--- src/rtl/alu_arb_pkg.sv ---
// Shared widths, opcodes and controller states for the two-port ALU sequencer.
package alu_arb_pkg;

    localparam int unsigned DATA_W = 4;
    localparam int unsigned OP_W   = 4;
    localparam int unsigned RES_W  = 8;

    localparam logic [OP_W-1:0] OP_OR_RED  = 4'h0;
    localparam logic [OP_W-1:0] OP_AND_RED = 4'h1;
    localparam logic [OP_W-1:0] OP_XOR_RED = 4'h2;
    localparam logic [OP_W-1:0] OP_AND_NZ  = 4'h3;
    localparam logic [OP_W-1:0] OP_OR_NZ   = 4'h4;
    localparam logic [OP_W-1:0] OP_XOR_NZ  = 4'h5;
    localparam logic [OP_W-1:0] OP_GT      = 4'h6;
    localparam logic [OP_W-1:0] OP_LT      = 4'h7;
    localparam logic [OP_W-1:0] OP_EQZ     = 4'h8;
    localparam logic [OP_W-1:0] OP_EQ      = 4'h9;
    localparam logic [OP_W-1:0] OP_ADD     = 4'hA;
    localparam logic [OP_W-1:0] OP_SUB     = 4'hB;
    localparam logic [OP_W-1:0] OP_MUL     = 4'hC;
    localparam logic [OP_W-1:0] OP_SHR     = 4'hD;
    localparam logic [OP_W-1:0] OP_SHL     = 4'hE;
    localparam logic [OP_W-1:0] OP_NOT     = 4'hF;

    typedef enum logic [1:0] {
        ST_IDLE,
        ST_EXEC,
        ST_RESP
    } state_t;

endpackage

--- src/rtl/alu_datapath.sv ---
// Combinational 4-bit ALU: (op, a, b) -> 8-bit result; unused result bits are zero.
module alu_datapath
    import alu_arb_pkg::*;
(
    input  logic [OP_W-1:0]   op,
    input  logic [DATA_W-1:0] a,
    input  logic [DATA_W-1:0] b,
    output logic [RES_W-1:0]  result
);

    logic [RES_W-1:0] a_ext;
    logic [RES_W-1:0] b_ext;

    assign a_ext = {4'b0, a};
    assign b_ext = {4'b0, b};

    always_comb begin
        result = '0;
        case (op)
            OP_OR_RED:  result[0] = |a;
            OP_AND_RED: result[0] = &a;
            OP_XOR_RED: result[0] = ^a;
            OP_AND_NZ:  result[0] = (a & b) != '0;
            OP_OR_NZ:   result[0] = (a | b) != '0;
            OP_XOR_NZ:  result[0] = (a ^ b) != '0;
            OP_GT:      result[0] = a > b;
            OP_LT:      result[0] = a < b;
            OP_EQZ:     result[0] = a == '0;
            OP_EQ:      result[0] = a == b;
            OP_ADD:     result = a_ext + b_ext;
            OP_SUB:     result = {4'b0, a - b};
            OP_MUL:     result = a_ext * b_ext;
            // Shift amounts past the operand width naturally yield zero.
            OP_SHR:     result = {4'b0, a >> b};
            OP_SHL:     result = a_ext << b;
            OP_NOT:     result = {4'b0, ~a};
            default:    result = '0;
        endcase
    end

endmodule

--- src/rtl/alu_arbiter.sv ---
// Round-robin sequencer sharing one ALU datapath between two requesters,
// returning tagged registered results over a valid/ready channel.
module alu_arbiter
    import alu_arb_pkg::*;
(
    input  logic              clk,
    input  logic              rst_n,
    input  logic [1:0]        req_valid,
    output logic [1:0]        req_ready,
    input  logic [OP_W-1:0]   req0_op,
    input  logic [DATA_W-1:0] req0_a,
    input  logic [DATA_W-1:0] req0_b,
    input  logic [OP_W-1:0]   req1_op,
    input  logic [DATA_W-1:0] req1_a,
    input  logic [DATA_W-1:0] req1_b,
    output logic              rsp_valid,
    input  logic              rsp_ready,
    output logic              rsp_id,
    output logic [RES_W-1:0]  rsp_data,
    output logic [7:0]        op_count
);

    state_t state_q, state_d;

    logic [OP_W-1:0]   op_q;
    logic [DATA_W-1:0] a_q, b_q;
    logic              id_q;
    logic              last_grant_q;
    logic              rsp_valid_q;
    logic              rsp_id_q;
    logic [RES_W-1:0]  rsp_data_q;
    logic [7:0]        op_count_q;

    logic              winner;
    logic              accept;
    logic              rsp_fire;
    logic [RES_W-1:0]  alu_result;

    always_comb begin
        // On a tie the requester that was not served last wins.
        winner = ~last_grant_q;
        if (req_valid == 2'b01) begin
            winner = 1'b0;
        end else if (req_valid == 2'b10) begin
            winner = 1'b1;
        end

        accept    = (state_q == ST_IDLE) && (req_valid != 2'b00);
        req_ready = 2'b00;
        if (accept) begin
            req_ready[winner] = 1'b1;
        end

        rsp_fire = rsp_valid_q && rsp_ready;

        state_d = state_q;
        case (state_q)
            ST_IDLE: if (accept)   state_d = ST_EXEC;
            ST_EXEC:               state_d = ST_RESP;
            ST_RESP: if (rsp_fire) state_d = ST_IDLE;
            default:               state_d = ST_IDLE;
        endcase
    end

    always_ff @(posedge clk or negedge rst_n) begin
        if (!rst_n) begin
            state_q      <= ST_IDLE;
            op_q         <= '0;
            a_q          <= '0;
            b_q          <= '0;
            id_q         <= 1'b0;
            last_grant_q <= 1'b1;
            rsp_valid_q  <= 1'b0;
            rsp_id_q     <= 1'b0;
            rsp_data_q   <= '0;
            op_count_q   <= '0;
        end else begin
            state_q <= state_d;
            if (accept) begin
                op_q <= winner ? req1_op : req0_op;
                a_q  <= winner ? req1_a  : req0_a;
                b_q  <= winner ? req1_b  : req0_b;
                id_q <= winner;
            end
            if (state_q == ST_EXEC) begin
                rsp_data_q  <= alu_result;
                rsp_id_q    <= id_q;
                rsp_valid_q <= 1'b1;
            end
            if (state_q == ST_RESP && rsp_fire) begin
                rsp_valid_q  <= 1'b0;
                op_count_q   <= op_count_q + 8'd1;
                last_grant_q <= rsp_id_q;
            end
        end
    end

    alu_datapath u_datapath (
        .op     (op_q),
        .a      (a_q),
        .b      (b_q),
        .result (alu_result)
    );

    assign rsp_valid = rsp_valid_q;
    assign rsp_id    = rsp_id_q;
    assign rsp_data  = rsp_data_q;
    assign op_count  = op_count_q;

endmodule

--- config.mk ---
export PLATFORM = sky130hd
export DESIGN_NAME = alu_arbiter
export DESIGN_NICKNAME = d
export VERILOG_FILES = /design/src/rtl/alu_arb_pkg.sv /design/src/rtl/alu_datapath.sv /design/src/rtl/alu_arbiter.sv
export SDC_FILE = /design/constraint.sdc
export NUM_CORES = 1
export LEC_CHECK = 0
export CORE_ASPECT_RATIO = 1.5
export CORE_MARGIN = 3
export CORE_UTILIZATION = 45
export DETAILED_ROUTE_END_ITERATION = 8
export GPL_TIMING_DRIVEN = 0
export HOLD_SLACK_MARGIN = 0.1
export PLACE_DENSITY = 0.68
export RECOVER_POWER = 100
export SYNTH_ARGS = -nofsm -noshare
export SYNTH_HDL_FRONTEND = slang
export SYNTH_SLANG_ARGS = --single-unit
--- constraint.sdc ---
create_clock -name clk -period 8.4 [get_ports clk]
set_input_delay 1.26 -clock clk [delete_from_list [all_inputs] [get_ports clk]]
set_output_delay 1.26 -clock clk [all_outputs]
set_load 0.03 [all_outputs]
* Yosys cells after proc, flatten, opt, wreduce, memory -nomap -nowiden *
Index checks and enable logic that the tools add are counted.

storage, ports and cells
  register bits = 34
  input bits = 29
  logic and storage cells = 78

cells by class
  add/subtract/negate cells = 3
  multipliers = 1
  order comparisons = 4
  equality and inequality tests = 22
  shift-type cells = 2
  muxes and demuxes = 15
  bitwise logic cells = 5
  reductions and logical operators = 16

operators by type and width
  kind                                                  count
  one-hot mux 7 bit (6 select lines)                    1
  equality test 4 bit (second input constant)           8
  equality test 4 x 3 -> 1 bit (second input constant)  4
  one-hot mux 1 bit (16 select lines)                   1
  2-to-1 mux 4 bit                                      3
  nonzero test 4 bit                                    3
  adder 8 x 1 -> 8 bit (second input constant)          1
  equality test 4 x 2 -> 1 bit (second input constant)  2
  zero test 4 bit                                       2
  multiplier 4 x 4 -> 8 bit                             1
  << shifter 4 x 4 -> 8 bit                             1
  2-to-1 mux 2 bit                                      3
  one-hot mux 2 bit (3 select lines)                    1
  adder 4 x 4 -> 5 bit                                  1
  2-to-1 mux 1 bit                                      5
  bitwise AND 4 bit                                     1
  equality test 2 x 1 -> 1 bit (second input constant)  2
  equality test 2 bit (second input constant)           2
  equality test 4 x 1 -> 1 bit (second input constant)  1
  equality test 4 bit                                   1
  greater-than comparator 4 bit                         1
  logical AND 1 bit                                     4
  < comparator 4 bit                                    1
  inequality test 2 bit (second input constant)         2
  other kinds (15)                                      16

* Logic depth before layout (Yosys ltp) *
  depth in word-level cells = 8
  mapped depth = 12

* Hierarchy *
Synthesis repeated with hierarchy kept, for this count alone.

second synthesis, totals
  cell total of the unflattened synthesis = 308
  area, all modules = 2,880.3 um^2

modules (own cells, without submodules)
  module        instances  cells an instance  area an instance (um^2)  seq. area each (um^2)
  alu_arbiter   1          115                1,470.2                  852.1
  alu_datapath  1          193                1,410.1                  0.0

* Worst setup path after synthesis *
Ideal clock, no wire load.

  path type = input port to output port
  start = input port req_valid[0]
  end = output port req_ready[1]
  arrival time = 2.067 ns
  data required time = 7.140 ns
  setup slack = 5.073 ns
  stages on the path = 4
  path through = nand2_1 > and3_1 > clkbuf_1 > clkbuf_1

on the way
  cells in the longest elaborated chain, start to end = 8
  elaborated cells between the ends (all ways) = 12
  classes of those cells = order compare: 2; eq/ne: 2; mux: 5; reduce/logical: 3

ends and longest elaborated chain
  what                                                                                                    line               text
  start, declared                                                                                         alu_arbiter.sv:8   input logic [1:0] req_valid,
  equality test 2 bit                                                                                     alu_arbiter.sv:44  end else if (req_valid == 2'b10) begin
  2-to-1 mux 1 bit                                                                                        alu_arbiter.sv:44
  2-to-1 mux 1 bit                                                                                        alu_arbiter.sv:42  if (req_valid == 2'b01) begin
  < comparator 1 x 2 -> 1 bit (not written as such) or greater-or-equal comparator 1 bit (tied branches)  alu_arbiter.sv:51  req_ready[winner] = 1'b1;
  logical AND 1 bit (not written as such)                                                                 alu_arbiter.sv:51
  2-to-1 mux 1 bit (not written as such)                                                                  alu_arbiter.sv:51
  demux 1 bit (select 1 bit)                                                                              alu_arbiter.sv:51
  2-to-1 mux 2 bit *                                                                                      alu_arbiter.sv:50  if (accept) begin
  end, declared                                                                                           alu_arbiter.sv:9   output logic [1:0] req_ready,

Every way passes the cells marked *; elsewhere a longest branch is shown, timed or not.

* Final worst setup path *
Ends and elaborated chain as after synthesis.

==> impl_metrics.toml <==
[outcome]
outcome = "finished, violations left"
violations = "max-capacitance violations, max-slew violations"

[global_routing]
grt_pass1_wl_um = 13030
antenna_found_initial = 0
grt_use_total = 0.2309
grt_pass1_vias = 2645
grt_overflow = 0
grt_max_degree = 35

[hold_path]
hp-start = "last_grant_q$_DFFE_PN1P_"
hp-class = "reg -> reg"

[drt]
drcViolationCount = 0
wl_um = 7669
vias_per_cell = 5.893
wire_per_inst_um = 17.79
drt-initial-drc-count = 206
vias = 2540
drt_pre_antenna_iters = 5
drtAntennaViolNets = 0

[cells_and_area]
fin_cells = 431
layout.nets = 423
drive_above_1_share = 0.05850
nFillCells = 535
diodes = 0
area.growth.synth_to_final_pct = 24.51

[cts]
postCtsHoldBufs = 0
cts_resized = 0
cts_setup_buffers = 0
cts_made_buffers = 5
cts_root_buf = "clkbuf_8"
cts.sinks = 34
cts_tree = "done"
clk_path_buf_depth = 2
clkLatencyLatePin_ns = 0.28
htreeDepth = 2
clkTransAtPathRegs_ns = 0.07

[sta]
max_freq_mhz = 212.2
setup_violations = 0
whs_ns = 0.4680
rsz0062_at_grt = "false"
min_period_ns = 4.712
finalCritPeriodShare = 0.5609
slew_violations = 35
final.setup.tns_ns = 0
slew_headroom = -0.1717
fin_skew_ns = 0.003909
layout_setup_ws_ns = 3.688
worstMarginPinSlew_ns = 1.758
hold_viol = 0

[synth]
synthCells = 303
synth_top_cell_area_share = 0.3001
synth_flop_cell = "dfrtp_1"
synth-seq-area-share = 0.3097
synth_area_per_cell_sq_um = 9.080
async_flop_share = 1.000
synth_cell_type_count = 62
synth_seq_cells = 34
synth_most_common_cell = "dfrtp_1"
synth_nets = 368
synthTopCellsByCount = "33 x dfrtp_1, 30 x ha_1, 28 x inv_1"
synth_edf_count = 0
yosysTopAreaCell = "dfrtp_1"
synth.cell_area_sq_mm = 0.002751
synth.area.top_cells = "dfrtp_1 30%, ha_1 14%, a222oi_1 4.4%, fa_1 4.4%, inv_1 3.8%"
yosysWarningCount = 0

[floorplan]
core-area_sq_mm = 0.005871
die_h_um = 101.8
die_w_um = 69.85
dieArea_sq_mm = 0.007108
start_util = 0.4687
io_pins = 49
rows = 34

[worst_setup_path]
critPathLaunch = "req_valid[0]"
critPathMaxFanout = 10
cp-start-kind = "input pin"
worstPathRequired_ns = 7.14
arrival_ns = 3.45
crit_type = "in -> out"
r2r-start = "b_q[2]$_DFFE_PN0P_"
end_kind = "output port"

[pwr]
total_power_mw = 1.246
peakVddDrop_mv = 0.2052
p_leak_nw = 1.619
power_density_mw_per_mm2 = 363.6

[placed_design]
placed_cells = 423
place_ws_ns = 3.839
gp_congestion = 0.9028
io_buffers = 48
post-dp-hpwl_um = 6012

[job]
cap_viol_max_count = 1
[critical path, stage by stage]
cell and delay, ns:
dlygate4sd3_1 0.57, nand2_1 0.06, and3_1 0.14, clkbuf_1 0.20, clkbuf_1 0.40, dlygate4sd3_1 0.82
[layout make-up]
cell class / instances / area, sq um / area share
plain buffers: 16 / 67.56 / 0.01972
clock buffers: 8 / 110.1 / 0.03214
inverters: 30 / 112.6 / 0.03287
well taps: 72 / 90.09 / 0.02630
multi-input cells: 223 / 1719 / 0.5018
flip-flops and latches: 34 / 852.1 / 0.2487
repair buffers: 48 / 474.2 / 0.1384
[state kept, by name, indices dropped and copies added, names as in the netlist]
name          count
rsp_id            1
id_q              1
a_q               4
rsp_data          8
state_q           2
b_q               4
op_q              4
op_count          8
last_grant_q      1
rsp_valid         1
[per-stage QoR]
stage,utilization,cell area [sq um]
after floorplan,-,2751
after global placement,0.5659,3322
after detailed placement,0.5650,3317
after CTS,0.5838,3427
after global routing,0.5835,3426
final,0.5835,3426
[logic make-up (layout without fill, tap and decap cells)]
logic type,Yosys count,count (layout),synth area share
XOR/XNOR,14,14,0.04457
flip-flops,34,34,0.3097
AO/OA/AOI/OAI,76,76,0.2110
AND/OR/NAND/NOR,92,92,0.1696
adder cells (fa/ha/maj),36,36,0.1801
buffers and inverters,46,102,0.06548
multiplexers,5,5,0.01955
[path summary, 6_finish.rpt]
check | end | slack (ns) | cells after the start
max | req_ready[1] | 3.69 | 6
min | last_grant_q$_DFFE_PN1P_ | 0.47 | 2
max reg2reg | rsp_data[7]$_DFFE_PN0P_ | 4.96 | 11
min reg2reg | last_grant_q$_DFFE_PN1P_ | 0.47 | 2
max in group asynchronous | op_count[3]$_DFFE_PN0P_ | 5.95 | 1
min in group asynchronous | rsp_data[2]$_DFFE_PN0P_ | 1.43 | 1
[placed cells by master (no fill, tap or decap), types with 6 or more instances in the layout]
master / instances
dlygate4sd3_1: 22
nand3_1: 6
dfrtp_1: 33
fa_1: 6
nand2_1: 27
xor2_1: 7
a222oi_1: 12
ha_1: 30
nor2_1: 22
inv_1: 28
clkbuf_8: 8
clkbuf_1: 13
xnor2_1: 7
clkdlybuf4s50_1: 25
a21oi_1: 13
[layer usage]
metal	track usage	part of all wire	up-vias
li1	-	-	1213
met4	0.1032	0.031	0
met2	0.4086	0.53	104
met5	0	0	-
met1	0.2820	0.39	1206
met3	0.02582	0.050	17
[where the power goes]
part / internal (mW) / total (mW) / switching, mW
Combinational: 0.319 / 0.794 / 0.475
Sequential: 0.223 / 0.310 / 0.0879
Clock: 0.0828 / 0.141 / 0.0584
Total: 0.624 / 1.25 / 0.622
No activity file was read; power rests on OpenSTA's default activity.
